File: src/rtl/mem_access_ctrl.sv
// mem_access_ctrl: MEM-stage data-memory access controller.
// Sits behind the EX/MEM register: formats stores, runs a request/ready
// handshake to the data cache, extends load data and stalls the front of
// the pipeline while an access is outstanding.
//
// Cache handshake: dc_req is registered and held high, with dc_we/dc_addr/
// dc_wdata/dc_be stable, from the cycle after an aligned access arrives
// until the cache answers with dc_ready=1 (sampled only in WAIT) or the
// timeout expires; dc_rdata is consumed in the same cycle as dc_ready.
// TIMEOUT must be at least 1 and 2**CNT_W must exceed TIMEOUT.
module mem_access_ctrl #(
  parameter int TIMEOUT = 64,
  parameter int CNT_W   = 7
) (
  input  logic        clk,
  input  logic        rst,
  input  logic        mem_MemRd,
  input  logic        mem_MemWr,
  input  logic [2:0]  mem_Load_sel,
  input  logic [1:0]  mem_Store_sel,
  input  logic [31:0] mem_ALU_result,
  input  logic [31:0] mem_readdata2,
  input  logic [31:0] mem_readdata2_fp,
  input  logic        mem_data_sel,
  output logic        dc_req,
  output logic        dc_we,
  output logic [31:0] dc_addr,
  output logic [31:0] dc_wdata,
  output logic [3:0]  dc_be,
  input  logic        dc_ready,
  input  logic [31:0] dc_rdata,
  output logic [31:0] load_data,
  output logic        stall,
  output logic        misalign,
  output logic        bus_err,
  output logic [1:0]  dbg_state
);

  typedef enum logic [1:0] {
    IDLE = 2'd0,
    WAIT = 2'd1,
    DONE = 2'd2
  } state_t;

  localparam logic [CNT_W-1:0] TO_LAST = CNT_W'(TIMEOUT - 1);

  state_t            r_state;
  state_t            w_next;
  logic [CNT_W-1:0]  r_cnt;
  logic              r_dc_req;
  logic              r_dc_we;
  logic [31:0]       r_dc_addr;
  logic [31:0]       r_dc_wdata;
  logic [3:0]        r_dc_be;
  logic [31:0]       r_load_data;
  logic              r_bus_err;
  logic [1:0]        r_lo;
  logic [2:0]        r_ld_sel;

  logic              w_access;
  logic              w_is_store;
  logic [1:0]        w_a;
  logic              w_st_half;
  logic              w_st_word;
  logic              w_ld_half;
  logic              w_ld_word;
  logic              w_mis_cond;
  logic              w_idle;
  logic              w_wait;
  logic              w_issue;
  logic              w_timeout;
  logic [31:0]       w_sdata;
  logic [31:0]       w_st_wdata;
  logic [3:0]        w_st_be;
  logic [7:0]        w_byte;
  logic [15:0]       w_half;
  logic [31:0]       w_ld_ext;

  // A request with both MemRd and MemWr set is handled as a store.
  assign w_access   = mem_MemRd | mem_MemWr;
  assign w_is_store = mem_MemWr;
  assign w_a        = mem_ALU_result[1:0];
  assign w_idle     = (r_state == IDLE);
  assign w_wait     = (r_state == WAIT);

  // Access size decode; reserved load codes and store code 11 act as words.
  assign w_st_half = (mem_Store_sel == 2'b01);
  assign w_st_word = mem_Store_sel[1];
  assign w_ld_half = (mem_Load_sel == 3'b001) | (mem_Load_sel == 3'b101);
  assign w_ld_word = ~w_ld_half & (mem_Load_sel != 3'b000) & (mem_Load_sel != 3'b100);

  assign w_mis_cond = w_is_store ?
                      ((w_st_half & w_a[0]) | (w_st_word & (w_a != 2'b00))) :
                      ((w_ld_half & w_a[0]) | (w_ld_word & (w_a != 2'b00)));

  // Misaligned accesses never leave IDLE, so they neither stall nor request.
  assign misalign  = w_idle & w_access & w_mis_cond;
  assign w_issue   = w_idle & w_access & ~w_mis_cond;
  assign stall     = w_issue | w_wait;
  assign w_timeout = w_wait & ~dc_ready & (r_cnt == TO_LAST);

  // Store lane steering: replicate the datum across the word, enable its lanes.
  always_comb begin
    w_sdata    = mem_data_sel ? mem_readdata2_fp : mem_readdata2;
    w_st_wdata = w_sdata;
    w_st_be    = 4'b1111;
    case (mem_Store_sel)
      2'b00: begin
        w_st_wdata = {4{w_sdata[7:0]}};
        w_st_be    = 4'b0001 << w_a;
      end
      2'b01: begin
        w_st_wdata = {2{w_sdata[15:0]}};
        w_st_be    = 4'b0011 << {w_a[1], 1'b0};
      end
      default: begin
        w_st_wdata = w_sdata;
        w_st_be    = 4'b1111;
      end
    endcase
  end

  // Load extraction and extension, using the offset/size latched at issue.
  always_comb begin
    w_byte = dc_rdata[7:0];
    case (r_lo)
      2'd0:    w_byte = dc_rdata[7:0];
      2'd1:    w_byte = dc_rdata[15:8];
      2'd2:    w_byte = dc_rdata[23:16];
      default: w_byte = dc_rdata[31:24];
    endcase
    w_half   = r_lo[1] ? dc_rdata[31:16] : dc_rdata[15:0];
    w_ld_ext = dc_rdata;
    case (r_ld_sel)
      3'b000:  w_ld_ext = {{24{w_byte[7]}}, w_byte};
      3'b001:  w_ld_ext = {{16{w_half[15]}}, w_half};
      3'b100:  w_ld_ext = {24'd0, w_byte};
      3'b101:  w_ld_ext = {16'd0, w_half};
      default: w_ld_ext = dc_rdata;
    endcase
  end

  // Next-state logic: IDLE -> WAIT on an aligned access, WAIT -> DONE on
  // ready or timeout, DONE always returns to IDLE without re-issuing.
  always_comb begin
    w_next = r_state;
    case (r_state)
      IDLE:    if (w_issue) w_next = WAIT;
      WAIT:    if (dc_ready || w_timeout) w_next = DONE;
      DONE:    w_next = IDLE;
      default: w_next = IDLE;
    endcase
  end

  // State register.
  always_ff @(posedge clk) begin
    if (rst) begin
      r_state <= IDLE;
    end else begin
      r_state <= w_next;
    end
  end

  // Request fields, timeout counter, load result and error pulse.
  always_ff @(posedge clk) begin
    if (rst) begin
      r_dc_req    <= 1'b0;
      r_dc_we     <= 1'b0;
      r_dc_addr   <= 32'd0;
      r_dc_wdata  <= 32'd0;
      r_dc_be     <= 4'd0;
      r_load_data <= 32'd0;
      r_bus_err   <= 1'b0;
      r_cnt       <= '0;
      r_lo        <= 2'd0;
      r_ld_sel    <= 3'd0;
    end else begin
      r_bus_err <= 1'b0;
      case (r_state)
        IDLE: begin
          if (w_issue) begin
            r_dc_req   <= 1'b1;
            r_dc_we    <= w_is_store;
            r_dc_addr  <= {mem_ALU_result[31:2], 2'b00};
            r_dc_wdata <= w_is_store ? w_st_wdata : 32'd0;
            r_dc_be    <= w_is_store ? w_st_be : 4'b1111;
            r_cnt      <= '0;
            r_lo       <= w_a;
            r_ld_sel   <= mem_Load_sel;
          end
        end
        WAIT: begin
          if (dc_ready) begin
            r_dc_req <= 1'b0;
            if (!r_dc_we) r_load_data <= w_ld_ext;
          end else if (w_timeout) begin
            r_dc_req  <= 1'b0;
            r_bus_err <= 1'b1;
            if (!r_dc_we) r_load_data <= 32'd0;
          end else begin
            r_cnt <= r_cnt + CNT_W'(1);
          end
        end
        default: ;
      endcase
    end
  end

  assign dc_req    = r_dc_req;
  assign dc_we     = r_dc_we;
  assign dc_addr   = r_dc_addr;
  assign dc_wdata  = r_dc_wdata;
  assign dc_be     = r_dc_be;
  assign load_data = r_load_data;
  assign bus_err   = r_bus_err;
  assign dbg_state = r_state;

endmodule
File: config.mk
export PLATFORM = sky130hd
export DESIGN_NAME = mem_access_ctrl
export DESIGN_NICKNAME = d
export VERILOG_FILES = /design/src/rtl/mem_access_ctrl.sv
export SDC_FILE = /design/constraint.sdc
export NUM_CORES = 1
export LEC_CHECK = 0
export CORE_MARGIN = 8
export CORE_UTILIZATION = 44
export CTS_BUF_LIST = sky130_fd_sc_hd__clkbuf_4
export CTS_CLUSTER_SIZE = 30
export DETAILED_ROUTE_END_ITERATION = 6
export GPL_TIMING_DRIVEN = 0
export HOLD_SLACK_MARGIN = 0.15
export PLACE_DENSITY = 0.83
export SLEW_MARGIN = 20
export SYNTH_ARGS = -nofsm -noshare
export SYNTH_HDL_FRONTEND = slang
export SYNTH_SLANG_ARGS = --single-unit
File: constraint.sdc
create_clock -name clk -period 2.1 [get_ports clk]
set_input_delay 0.315 -clock clk [delete_from_list [all_inputs] [get_ports clk]]
set_output_delay 0.315 -clock clk [all_outputs]
set_load 0.005 [all_outputs]
# --- Word level (Yosys, flattened, before mapping) ---
# Index checks and enable logic that the tools add are counted.
word_totals:
  ff_bits: 115
  input_bits: 139
  out_inout_bits: 107
  wordCells: 91
classes:
  add_sub_neg: 1
  n_eq_ne: 16
  shifts: 2
  muxes: 25
  bitwise: 21
  n_reduce_logical: 15
op_table:
  columns: ["op", "n"]
  rows:
  - ["32-bit two-way mux", 6]
  - ["32-bit one-hot mux with 4 select lines", 1]
  - ["32-bit one-hot mux with 2 select lines", 1]
  - ["8-bit one-hot mux with 3 select lines", 1]
  - ["7-bit two-way mux", 3]
  - ["16-bit two-way mux", 1]
  - ["7-bit one-hot mux with 2 select lines", 1]
  - ["1-bit bitwise AND", 11]
  - ["3-bit equality test (second input constant)", 3]
  - ["4-bit one-hot mux with 2 select lines", 1]
  - ["7-bit by 1-bit adder with 7-bit output (second input constant)", 1]
  - ["7-bit by 6-bit equality test with 1-bit output (second input constant)", 1]
  - ["2-bit by 1-bit equality test with 1-bit output (second input constant)", 3]
  - ["3-bit by 1-bit equality test with 1-bit output (second input constant)", 2]
  - ["2-bit logical NOT", 3]
  - ["3-bit AND reduction", 2]
  - ["2-bit nonzero test", 3]
  - ["1-bit two-way mux", 5]
  - ["1-bit NOT", 5]
  - ["1-bit OR", 5]
  - ["2-bit two-way mux", 2]
  - ["4-bit two-way mux", 1]
  - ["2-bit by 1-bit inequality test with 1-bit output (second input constant)", 2]
  - ["2-bit inequality test (second input constant)", 2]
  - ["other kinds (13)", 14]

# --- Logic depth before layout (Yosys ltp) ---
# Gate-level depths: netlist of the first run.
logic_depth:
  depth_word: 12
  mapped_depth: 7
  mapped_depth_nobuf: 5

# --- Worst setup path before layout of the first run ---
# Ideal clock, no wire load.
synth_timing:
  path_type: "input -> output"
  start: "in mem_ALU_result[0]"
  end: "out stall"
  arrival_time_ns: 1.373
  required_time_ns: 1.785
  path_slack_ns: 0.412
  stages: 7
  n_path_buf: 3
  cell_sequence: "clkbuf_2 -> nand2_1 -> a22oi_1 -> a21o_1 -> buf_2 -> buf_4 -> nand2_1"
synth_between:
  elab_chain_cells: 7
  word_cells_on_any_way: 11
  cone_classes: "mux: 1; bitwise: 9; reduce/logical: 1"
synth_rtl:
  columns: ["element", "line_no", "text"]
  rows:
  - ["from (decl)", "21", "input logic [31:0] mem_ALU_result,"]
  - ["2-bit nonzero test", "93, 94", null]
  - ["1-bit bitwise AND (on tied branches)", "94, 93", null]
  - ["1-bit OR (on tied branches)", "94, 93", null]
  - ["1-bit two-way mux *", "92", "assign w_mis_cond = w_is_store ?"]
  - ["1-bit NOT *", "98", "assign w_issue = w_idle & w_access & ~w_mis_cond;"]
  - ["1-bit bitwise AND *", "98", null]
  - ["1-bit OR *", "99", "assign stall = w_issue | w_wait;"]
  - ["to (decl)", "33", "output logic stall,"]
# Mark *: on every way between the ends. The rest lies on a longest branch, timed or not.

# --- Final worst setup path of the first run ---
layout_timing:
  start: "reg r_cnt[0]"
  end: "reg r_load_data[19], in the netlist load_data[19]"
layout_between:
  elab_chain_cells: 4
layout_rtl:
  columns: ["element", "line_no", "text"]
  rows:
  - ["from (decl)", "49", "logic [CNT_W-1:0] r_cnt;"]
  - ["from (signal assigned)", "201", "r_cnt <= r_cnt + CNT_W'(1);"]
  - ["7-bit by 6-bit equality test with 1-bit output", "100", "assign w_timeout = w_wait & ~dc_ready & (r_cnt == TO_LAST);"]
  - ["1-bit bitwise AND", "100", null]
  - ["2-bit nonzero test (no source line)", null, null]
  - ["3-bit AND reduction (no source line)", null, null]
  - ["to (signal assigned)", "195", "if (!r_dc_we) r_load_data <= w_ld_ext;"]
  - ["to (decl)", "55", "logic [31:0] r_load_data;"]
# No other way between the ends.
# A chain may end at the register's enable or synchronous reset.

==> results.json, run 1 <==
{
  "core_sq_mm": 0.0130,
  "setup_viol": 0,
  "viasPerCell": 5.48,
  "post_drt_wl_per_cell_um": 19.2,
  "power-per-cell-area_mw_per_mm2": 634,
  "vdd_drop_max_mv": 0.542,
  "pin_count": 246,
  "first_pass_iters": 6,
  "ys_seq_area_frac": 0.399,
  "placement.cell_area_sq_mm": 0.00841,
  "grt_max_degree": 17,
  "synth_compound_area_frac": 0.175,
  "path_cells": "ha_1 > nand3b_1 > o21bai_1 > a21oi_1 > buf_2 > a221o_1",
  "cts_root_buf": "clkbuf_4",
  "maxSlewViolCount": 0,
  "post-place-ws_ps": -810,
  "synth_seq_cells": 115,
  "cap_violations": 0,
  "skew_ps": 11.5,
  "hp-class": "in2reg",
  "status": "complete, no violations",
  "cts.path.max_buffers": 2,
  "drtIter0Drc": 411,
  "grt_antenna_before_repair": 2,
  "clkLatencyLatePin_ps": 530,
  "muxShareOfSynthArea": 0.182,
  "start_util": 0.443,
  "final_common_cell": "clkdlybuf4s50_1",
  "crit_fanout": 10,
  "grt_pass1_wl_um": 31200,
  "synthesis.area_sq_mm": 0.00577,
  "path_buf_inv": 1,
  "gp_congestion": 0.924,
  "stdcell_area_sq_mm": 0.00882,
  "async_flop_share": 0,
  "layout_setup_ws_ps": 84.8,
  "yosys.area_share.simple": 0.183,
  "tightestPinTransition_ps": 675,
  "vias": 5845,
  "dieArea_sq_mm": 0.0170,
  "numCtsBuffers": 17,
  "worstPathArrival_ps": 2440,
  "finalHoldWorstSlack_ps": 233,
  "synth_cell_type_count": 52,
  "fin_nets": 1017,
  "period_minus_slack_ps": 2020,
  "cts.sinks": 115,
  "p_total_mw": 5.60,
  "dp.final_hpwl_um": 16300,
  "drcViolationCount": 0,
  "fmax_mhz": 496,
  "synth-edff-count": 0,
  "cp_slowest_cell": "dfxtp_1",
  "hold_viol_final": 0,
  "setup.worst_path.end_class": "flip-flop",
  "most-common-layout-cells": "236 x clkdlybuf4s50_1, 113 x dfxtp_1, 96 x nand2b_1",
  "ant_nets": 0,
  "drive_above_1_share": 0.0955,
  "synthAdderAreaFrac": 0.00217,
  "grt_pass1_vias": 6028,
  "yosys_most_used_dff": "dfxtp_1",
  "crit_family": "compound AO/OA/AOI/OAI gates",
  "avgSynthCellArea_sq_um": 9.44,
  "slowest_delay_ps": 390,
  "wirelength_um": 20400,
  "fillers": 1063,
  "grt_overflow": 0,
  "synthXorXnorAreaFrac": 0.00607,
  "clkTransAtPathRegs_ps": 100,
  "finalCritPeriodShare": 0.960,
  "synth_top_family_by_area": "simple AND/OR/NAND/NOR gates",
  "relSlewSlack": 0.548,
  "tns_ps": 0,
  "htree_num_levels": 4,
  "leakagePower_nw": 3.39,
  "fp.dieH_um": 131,
  "synthCells": 611,
  "io_buffer_count": 241,
  "die_w_um": 131,
  "startpoint_type": "flip-flop",
  "tritoncts": "built",
  "grtUsageTotal": 0.236,
  "num_rows": 42,
  "path_class": "reg2reg",
  "yosysWarningCount": 0,
  "worstPathRequired_ps": 2520,
  "area_growth_pct": 52.8
}
## per-stage QoR
| stage | util | cells |
|---|---|---|
| after floorplan | - | 612 |
| after global placement | 0.645 | 1029 |
| after detailed placement | 0.645 | 1029 |
| after CTS | 0.675 | 1063 |
| after global routing | 0.677 | 1067 |
| final | 0.677 | 1067 |
## metal layers
layer	part of all wire	GRT usage	vias to the layer above	routed length [um]
met5	0.00064	0	-	13
met4	0.031	0.104	2	637
met3	0.089	0.0735	48	1820
met2	0.49	0.404	288	9960
met1	0.39	0.264	2772	8010
li1	-	-	2735	-
## sequential cells by signal, indices dropped and copies added (netlist names)
name,count
dc_wdata,32
load_data,32
dc_addr,30
r_cnt,7
dc_be,4
r_ld_sel,3
dbg_state,2
r_lo,2
bus_err,1
dc_req,1
dc_we,1
## logic make-up (layout without fill, tap and decap cells)
| family | Yosys count | count (layout) |
|---|---|---|
| flops | 115 | 115 |
| other cells | 1 | 3 |
| compound gates | 136 | 136 |
| mux | 103 | 103 |
| xor+xnor | 4 | 4 |
| simple gates | 185 | 185 |
| fa+ha+maj | 1 | 1 |
| buf+inv | 66 | 344 |
## power breakdown
part           switching, mW  internal, mW
clock network          0.835         0.968
logic                  0.590         0.786
registers             0.0944          2.32
total                   1.52          4.08
## cell usage after synthesis (13+ instances only)
cell	count	area, sq um
buf_2	17	85.1
clkbuf_1	26	97.6
mux2i_1	92	921
inv_1	14	52.6
o211ai_1	19	143
nand2b_1	97	607
a221o_1	17	170
nand2_1	35	131
dfxtp_1	115	2300
a21oi_1	13	65.1
o21ai_0	22	110
## area by class of cell
class | count | area [sq um] | share of cell area
diodes | 1 | 2.50 | 0.000284
repair buffers | 247 | 2450 | 0.278
clock buffers | 20 | 150 | 0.0170
flip-flops and latches | 115 | 2310 | 0.262
well taps | 176 | 220 | 0.0250
inverters | 15 | 56.3 | 0.00638
plain buffers | 50 | 251 | 0.0285
clock inverters | 12 | 163 | 0.0184
multi-input cells | 431 | 3210 | 0.364
## worst min-delay path, cell delays in order
cell and delay [ps]:
clkbuf_2 140, inv_1 80, or4_1 110, o21ai_0 70
## repair_timing
| action | in CTS | in global routing |
|---|---|---|
| setup endpoints to repair | 2 | 22 |
| gates resized for setup | 26 | 7 |
| hold buffers | 0 | 0 |
| pin swaps | 2 | 2 |
| setup buffers | 2 | 4 |
## final timing paths
path                         to  depth (start not counted)              start  slack (ps)
setup / recovery  load_data[19]                          6           r_cnt[0]          80
hold reg to reg        dc_be[0]                          2           dc_be[0]         470
hold / removal          r_lo[0]                          4  mem_ALU_result[0]         230
setup reg to reg  load_data[19]                          6           r_cnt[0]          80
(Power assumes the default switching activity.)
==> run 2: changes to the inputs <==
CTS_CLUSTER_DIAMETER = 80   (was default)
==> results of run 2 <==
Final layout, timing and power as in run 1 (identical DEF).
==> run 3: changes to the inputs <==
clock period = 2.2 ns   (was 2.1 ns; I/O delays follow)
==> run 3 against run 2 <==
Against the previous run:
- register-to-register slack improved by 20 ps
- via count is 0.51% lower
- non-clock buffer count down 1
- final cell count is essentially flat
- critical path depth rose by 2
- global-route usage about the same
- critical path type is now in2out
- highest routed layer unchanged
==> results.json, run 3 (synthesized netlist as in run 1, its figures left out) <==
{
  "status": "complete, no violations",
  "dieArea_sq_mm": 0.0170,
  "hold_viol_final": 0,
  "slowest_delay_ps": 540,
  "wirelength_um": 20500,
  "rsz0062_at_grt": "no",
  "power-per-cell-area_mw_per_mm2": 606,
  "crit_path_end": "stall",
  "num_rows": 42,
  "clkLatencyLatePin_ps": 520,
  "reg2reg_depth": 6,
  "post_drt_wl_per_cell_um": 19.2,
  "fmax_mhz": 476,
  "skew_ps": 12.1,
  "drive_above_1_share": 0.0945,
  "fp.dieH_um": 131,
  "busiest_layer": "met2",
  "r2r-end": "load_data[14]",
  "tns_ps": 0,
  "path_cells": "clkdlybuf4s50_1 > nor2_2 > a22oi_2 > a21o_1 > buf_4 > buf_12 > nand2_2 > buf_2",
  "die_w_um": 131,
  "rrSetupSlack_ps": 100,
  "hp-class": "in2reg",
  "cts.path.max_buffers": 2,
  "core_sq_mm": 0.0130,
  "grt.met3_usage": 0.0735,
  "period_minus_slack_ps": 2100,
  "tritoncts": "built",
  "dp.cells": 1029,
  "final_cell_count_no_fill": 1066,
  "vdd_drop_max_mv": 0.518,
  "cts_hold_buf": 0,
  "leakagePower_nw": 3.38,
  "drcViolationCount": 0,
  "maxSlewViolCount": 0,
  "clkTransAtPathRegs_ps": 100,
  "crit_fanout": 10,
  "setup.worst_path.end_class": "primary output",
  "crit_start": "mem_Load_sel[1]",
  "first_pass_iters": 7,
  "vias": 5815,
  "grt.met1_usage": 0.265,
  "use_met2": 0.406,
  "cts_root_buf": "clkbuf_4",
  "fin_util": 0.676,
  "tightestPinTransition_ps": 657,
  "finalCritPeriodShare": 0.954,
  "grt_overflow": 0,
  "placement.cell_area_sq_mm": 0.00841,
  "grtUsageTotal": 0.236,
  "cts.sinks": 115,
  "grt_max_degree": 17,
  "grt_pass1_vias": 6007,
  "dp.final_hpwl_um": 16300,
  "viasPerCell": 5.45,
  "gp_congestion": 0.924,
  "grt_antenna_before_repair": 2,
  "stdcell_area_sq_mm": 0.00881,
  "ant_nets": 0,
  "drtIter0Drc": 410,
  "cp_slowest_cell": "clkdlybuf4s50_1",
  "finalHoldWorstSlack_ps": 253,
  "numCtsBuffers": 17,
  "worstPathRequired_ps": 1870,
  "fin_nets": 1016,
  "cap_violations": 0,
  "relSlewSlack": 0.560,
  "r2r-start": "r_cnt[0]",
  "path_class": "in2out",
  "most-common-layout-cells": "236 x clkdlybuf4s50_1, 113 x dfxtp_1, 96 x nand2b_1",
  "fillers": 1063,
  "worstPathArrival_ps": 1770,
  "final_common_cell": "clkdlybuf4s50_1",
  "io_buffer_count": 241,
  "pin_count": 246,
  "grt_pass1_wl_um": 31200,
  "startpoint_type": "input pin",
  "setup_viol": 0,
  "area_growth_pct": 52.7,
  "htree_num_levels": 4,
  "start_util": 0.443
}
## run 3: how the worst min path moves through the flow
stage                                  from       end  slack, ps  depth (start not counted)
after floorplan                    r_cnt[6]  r_cnt[6]        420                          2
after global placement             r_cnt[6]  r_cnt[6]        430                          2
after detailed placement           r_cnt[6]  r_cnt[6]        440                          2
after CTS                 mem_ALU_result[0]   r_lo[0]        200                          4
after global routing      mem_ALU_result[0]   r_lo[0]        220                          4
final                     mem_ALU_result[0]   r_lo[0]        250                          4
## run 3: final cells by class
| cell class | count | area (sq um) | share of cell area |
|---|---|---|---|
| antenna | 1 | 2.50 | 0.000284 |
| buffer | 51 | 267 | 0.0302 |
| clock buffer | 20 | 150 | 0.0170 |
| clock inverter | 12 | 163 | 0.0185 |
| inverter | 15 | 56.3 | 0.00639 |
| multi-input combinational | 431 | 3210 | 0.364 |
| sequential | 115 | 2310 | 0.262 |
| tap | 176 | 220 | 0.0250 |
| timing repair buffer | 245 | 2430 | 0.276 |
## run 3: power breakdown
part           total, mW  switching, mW  internal [mW]
Combinational       1.31          0.562          0.752
Sequential          2.31         0.0904           2.22
Clock               1.72          0.796          0.924
Total               5.34           1.45           3.89
## run 3: metrics by stage
stage	setup WS (ps)	total power, mW
final	101	5.34
after CTS	33.7	5.35
after detailed placement	-740	3.63
after floorplan	482	2.92
after global placement	-712	3.60
after global routing	3.47	5.57
## run 3: critical path: cells and delay by family
family,cells,cell delay (ps)
AO/OA/AOI/OAI,2,340
buffers and inverters,4,960
AND/OR/NAND/NOR,2,140
## run 3: layer usage
metal,vias up,share of wire,wire (um)
li1,2730,-,-
met1,2774,0.39,8060
met2,267,0.49,10000
met3,42,0.088,1800
met4,2,0.026,536
met5,-,0.00064,13
## run 3: timing repair
item,4_1_cts,5_1_grt
setup buffers,1,3
gates resized for setup,23,6
endpoints found under the setup margin,2,2
pin swaps,2,1
